--- config.mk ---
export PLATFORM = sky130hd
export DESIGN_NAME = hazard_ctrl
export DESIGN_NICKNAME = d
export VERILOG_FILES = /design/src/rtl/hazard_ctrl.sv
export SDC_FILE = /design/constraint.sdc
export NUM_CORES = 1
export LEC_CHECK = 0
export CAP_MARGIN = 5
export CORE_AREA = 2 2 44 46
export CTS_BUF_LIST = sky130_fd_sc_hd__clkbuf_2 sky130_fd_sc_hd__clkbuf_4 sky130_fd_sc_hd__clkbuf_8
export DETAILED_ROUTE_END_ITERATION = 7
export DIE_AREA = 0 0 46 48
export PLACE_DENSITY = 0.81
export SETUP_SLACK_MARGIN = 0.5
export SYNTH_ARGS = -nofsm -noshare
export SYNTH_HDL_FRONTEND = slang
export SYNTH_SLANG_ARGS = --single-unit
--- constraint.sdc ---
create_clock -name clk -period 3.8 [get_ports clk]
set_input_delay 0.76 -clock clk [delete_from_list [all_inputs] [get_ports clk]]
set_output_delay 0.76 -clock clk [all_outputs]
set_load 0.02 [all_outputs]
--- src/rtl/hazard_ctrl.sv ---
// Pipeline hazard controller: load-use stall, memory-wait hold and branch/jump flush.
// Define HAZARD_PERF_EN to add the perf_stalls / perf_flushes event counters.
module hazard_ctrl #(
  parameter int unsigned LOAD_LAT  = 1,
  parameter int unsigned FLUSH_CYC = 2,
  parameter logic [1:0]  WB_MEM    = 2'b01
) (
  input  logic        clk,
  input  logic        rst,
  input  logic [31:0] id_instrn,
  input  logic        id_uses_rs1,
  input  logic        id_uses_rs2,
  input  logic [4:0]  ex_rdaddr,
  input  logic        ex_regwr,
  input  logic [1:0]  ex_wbsel,
  input  logic        ex_isbr,
  input  logic        ex_willjmp,
  input  logic        mem_busy,
`ifdef HAZARD_PERF_EN
  output logic [31:0] perf_stalls,
  output logic [31:0] perf_flushes,
`endif
  output logic        stall,
  output logic        pc_hold,
  output logic        flush
);

  typedef enum logic [1:0] {IDLE, LDUSE, MEMWAIT, FLUSH} state_t;

  state_t     state_reg;
  logic [3:0] cnt_reg;

  logic [4:0] rs1;
  logic [4:0] rs2;
  logic       ldhaz;
  logic       redirect;
  logic       unused_bits;

  assign rs1 = id_instrn[19:15];
  assign rs2 = id_instrn[24:20];

  // ex_willjmp alone marks a redirect; the branch flag and the remaining
  // instruction bits carry no extra information for this block.
  assign unused_bits = ^{ex_isbr, id_instrn[31:25], id_instrn[14:0]};

  assign ldhaz = ex_regwr && (ex_wbsel == WB_MEM) && (ex_rdaddr != 5'd0) &&
                 ((id_uses_rs1 && (rs1 == ex_rdaddr)) ||
                  (id_uses_rs2 && (rs2 == ex_rdaddr)));
  assign redirect = ex_willjmp;

  // Flush wins over a load-use stall; only a busy memory can stall alongside it.
  assign flush   = redirect || (state_reg == FLUSH);
  assign stall   = mem_busy ||
                   (!flush && ((state_reg == LDUSE) || ((state_reg == IDLE) && ldhaz)));
  assign pc_hold = stall && !flush;

  always_ff @(posedge clk) begin
    if (rst) begin
      state_reg <= IDLE;
      cnt_reg   <= 4'd0;
    end else begin
      case (state_reg)
        IDLE: begin
          if (redirect) begin
            state_reg <= FLUSH;
            cnt_reg   <= 4'(FLUSH_CYC - 1);
          end else if (mem_busy) begin
            state_reg <= MEMWAIT;
          end else if (ldhaz && (LOAD_LAT > 1)) begin
            state_reg <= LDUSE;
            cnt_reg   <= 4'(LOAD_LAT - 1);
          end
        end
        LDUSE: begin
          if (redirect) begin
            state_reg <= FLUSH;
            cnt_reg   <= 4'(FLUSH_CYC - 1);
          end else if (mem_busy) begin
            state_reg <= MEMWAIT;
          end else if (cnt_reg == 4'd0) begin
            state_reg <= IDLE;
          end else begin
            cnt_reg <= cnt_reg - 4'd1;
          end
        end
        MEMWAIT: begin
          if (!mem_busy) state_reg <= IDLE;
        end
        FLUSH: begin
          if (redirect) begin
            cnt_reg <= 4'(FLUSH_CYC - 1);
          end else if (cnt_reg == 4'd0) begin
            state_reg <= IDLE;
          end else begin
            cnt_reg <= cnt_reg - 4'd1;
          end
        end
        default: state_reg <= IDLE;
      endcase
    end
  end

`ifdef HAZARD_PERF_EN
  logic [31:0] perf_stalls_reg;
  logic [31:0] perf_flushes_reg;

  always_ff @(posedge clk) begin
    if (rst) begin
      perf_stalls_reg  <= 32'd0;
      perf_flushes_reg <= 32'd0;
    end else begin
      if (stall) perf_stalls_reg <= perf_stalls_reg + 32'd1;
      if ((state_reg == IDLE) && redirect) perf_flushes_reg <= perf_flushes_reg + 32'd1;
    end
  end

  assign perf_stalls  = perf_stalls_reg;
  assign perf_flushes = perf_flushes_reg;
`endif

endmodule
* Word level (Yosys, flattened, before mapping)
Index checks and enable logic that the tools add are counted. Widths: inputs -> output; s select.
Word-level totals: input port bits 47, logic and storage cells 47, output and inout bits 3, register bits after elaboration 6
Operators by class: muxes and demuxes 14, $add $sub $neg 1, reduce and logical (&&, ||, !) cells 19, equal/unequal tests 11
Operators with widths (number):
- $mux 4 | 5
- $mux 2 | 7
- $pmux 4 s3 | 1
- $eq 5x5->1 | 2
- $logic_and 1x1->1 | 8
- $pmux 2 s4 | 1
- $ne 2x2->1 const B | 3
- $ne 3x3->1 const B | 2
- $reduce_and 3->1 | 2
- $reduce_bool 5->1 | 1
- $eq 2x1->1 const B | 2
- $eq 2x2->1 const B | 2
- $logic_not 4->1 | 1
- $logic_or 1x1->1 | 4
- $sub 4x1->4 const B | 1
- $reduce_bool 3->1 | 1
- $logic_not 2->1 | 1
- $logic_not 1->1 | 1

* Longest topological paths before layout
word-level depth 9, mapped depth 6, gate-level depth less buffers 6

* Worst setup path after synthesis
No wires, ideal clock.
path kind input to output, start point input port ex_rdaddr[3], end point output port pc_hold, path buffers 0, stages 4, data required time 3040 ps, arrival 1640 ps, path slack 1400 ps, path through xor2_1 -> nor4_1 -> a32oi_1 -> o21ai_1
On the way: word-level cells in the longest chain between the ends 9, elaborated cells between the ends (all ways) 13, classes of those cells eq/ne: 2; reduce/logical: 11
RTL lines:
- from (decl) | RTL line 13 | input logic [4:0] ex_rdaddr,
- $eq 5x5->1, on equally long branches | RTL line 47, 48
- $logic_and 1x1->1, on equally long branches | RTL line 47, 48
- $logic_or 1x1->1 | RTL line 47 | ((id_uses_rs1 && (rs1 == ex_rdaddr)) ||
- $logic_and 1x1->1 * | RTL line 46 | assign ldhaz = ex_regwr && (ex_wbsel == WB_MEM) && (ex_rdaddr != 5'd0) &&
- $logic_and 1x1->1 * | RTL line 54 | (!flush && ((state_reg == LDUSE) || ((state_reg == IDLE) && ldhaz)));
- $logic_or 1x1->1 * | RTL line 54
- $logic_and 1x1->1 * | RTL line 54
- $logic_or 1x1->1 * | RTL line 53 | assign stall = mem_busy ||
- $logic_and 1x1->1 * | RTL line 55 | assign pc_hold = stall && !flush;
- to (decl) | RTL line 24 | output logic pc_hold,
Mark *: on every way between the ends. The rest lies on a longest branch, timed or not.

* Worst setup path after layout
start point input port ex_rdaddr[2], end point output port pc_hold
The elaborated chain is that of the path after synthesis.

==> reports/metrics.cfg <==
[sta]
timing.hold.ws_ns = 0.499
fmax_mhz = 322
rsz0062_at_grt = no
worst_slew_pin_slew_ns = 0.290
setup_viol = 0
slew_headroom_pct = 80.5
hold_viol_final = 0
setup_tns_ns = 0
min_period_ns = 3.11
period_share_pct = 81.7
skew_ns = 0.00172
report.final.slew_viol_count = 0

[clocking]
h-tree-depth = 1
cts_setup_buffers = 0
clock-sinks = 6
path_clk_slew_ns = 0.04
clock_latency_ns = 0.25
clock_path_buffers = 2
cts_tree = built
cts_made_buffers = 3
root_buffer = clkbuf_4

[hold_path]
hold_end = cnt_reg[1]$_SDFFE_PP0P_
hp-start = cnt_reg[1]$_SDFFE_PP0P_
min_path_cells = 2
hold_class = reg -> reg

[placed_design]
gp_congestion = 0.810
port_buffers = 26
dpl.cell_count = 107
dp_hpwl_um = 1140

[worst_setup_path]
crit_arrival_ns = 2.35
rrSetupSlack_ns = 2.35
endpoint_kind = output pin
worstReg2RegStart = cnt_reg[0]$_SDFFE_PP0P_
critPathMaxFanout = 3
r2r_end = cnt_reg[2]$_SDFFE_PP0P_
cp.required_ns = 3.04
reg2reg_depth = 6
start_kind = primary input
worstSetupPathType = in -> out

[yosys]
syn_nets = 113
async_flop_share_pct = 0
yosysUniqueCellTypes = 28
synthesis.area_um2 = 554
synth-seq-cells = 6
synth_seq_area_share_pct = 21.7
synth_cells = 64
synth-edff-count = 0
ys_warn_count = 0
ys.flop_type = dfxtp_1
syn_area_per_cell_um2 = 8.66

[cells_and_area]
antennaDiodeCount = 0
drive_above_1_share_pct = 11.8
area_growth_pct = 54.4
fillers = 166
stdcell_count = 110
nets = 144
largest_register_ffs = 4

[floorplanning]
io_pins = 50
rows = 15
core_area_mm2 = 0.00169
start_util_pct = 32.8
die_h_um = 48
dieArea_mm2 = 0.00221
die_w_um = 46

[run]
max_cap_viol_count = 0

[routing]
firstDrtPassIters = 4
routed_wl_um = 1290
wl_per_cell_um = 11.7
dr_total_vias = 591
viasPerCell = 5.37
drc = 0
drt_iter0_drc = 8
ant_nets = 0

[grt]
grt_overflow = 0
grt_pass1_wl_um = 2060
grt_usage_pct = 12.9
grt_max_degree = 10
grt_antenna_before_repair = 0
grt_pass1_vias = 544

[power_and_ir_drop]
power.leakage_nw = 0.312
powerDensity_mw_per_mm2 = 259
ir_worst_vdd_v = 0.000121

[run_status]
status = complete, no violations

-- cells in the final DEF, fill, tap and decap left out, types with 3 or more instances in the layout --
cell	netlist	layout
clkdlybuf4s50_1	0	24
xor2_1	8	8
dfxtp_1	6	6
inv_1	5	5
nor3_1	5	5
a21oi_1	5	5
o21ai_0	3	3
o21a_1	3	3
clkbuf_4	0	3
-- how the worst max path moves through the flow --
stage                       from  endpoint  cells past startpoint
finish              ex_rdaddr[2]   pc_hold                      6
global route        ex_rdaddr[3]   pc_hold                      6
CTS                 ex_rdaddr[2]   pc_hold                      6
detailed placement  ex_rdaddr[2]   pc_hold                      6
global placement    ex_rdaddr[3]     stall                      6
floorplan           ex_rdaddr[3]   pc_hold                      4
-- worst max-delay path: stages --
cell and delay, ns:
clkdlybuf4s50_1 0.47, xor2_1 0.18, nor4_1 0.32, a32oi_1 0.11, o21ai_1 0.14, dlygate4sd2_1 0.35
-- where the power goes --
group          internal (mW)  switching, mW  total [mW]
Combinational         0.0510         0.0361      0.0872
Sequential            0.0681        0.00695      0.0750
Clock                 0.0357         0.0234      0.0592
-- cells by family after synthesis --
logic type               after synthesis  share of synthesized area [%]
AND/OR/NAND/NOR                       18                           25.7
XOR/XNOR                              10                           15.8
buffers and inverters                  6                           4.74
AO/OA/AOI/OAI                         22                           27.5
flip-flops                             6                           21.7
adder cells (fa/ha/maj)                2                           4.51
-- per-layer routing --
metal  share of wire [%]  GRT usage (%)  vias up
met4                 1.7           5.14        0
met1                  37           12.6      256
met5                   0              0        -
met3                  11           2.64        3
met2                  51           26.1       36
li1                    -              -      296
-- repair_timing --
action | in CTS | in global routing
hold buffers | 0 | 0
gates resized for setup | 2 | 0
endpoints found under the hold margin | 0 | 0
setup endpoints to repair | 2 | 0
-- Yosys cell counts (3+ instances only) --
| cell type | n | share of area, % |
|---|---|---|
| o21ai_0 | 3 | 2.7 |
| xor2_1 | 8 | 13 |
| o21a_1 | 3 | 4.1 |
| a21oi_1 | 5 | 4.5 |
| inv_1 | 5 | 3.4 |
| dfxtp_1 | 6 | 22 |
| nor3_1 | 5 | 4.5 |
-- through the flow --
stage          instance area (µm²)  setup WS [ns]  total power [mW]  utilization [%]
6_report                       856          0.694             0.221             50.7
2_1_floorplan                  554           1.40             0.123                -
5_1_grt                        856          0.527             0.233             50.7
4_1_cts                        856          0.659             0.224             50.7
3_5_place_dp                   836          0.392             0.165             49.5
3_3_place_gp                   836          0.388             0.162             49.5
-- cell type report --
cell class                      instances  area [µm²]  share of cell area [%]
Clock buffer                            3        22.5                    2.63
Timing Repair Buffer                   27         265                    31.0
Inverter                                5        18.8                    2.19
Tap cell                               17        21.3                    2.49
Sequential cell                         6         120                    14.0
Multi-Input combinational cell         52         408                    47.7
(Power assumes the default switching activity.)
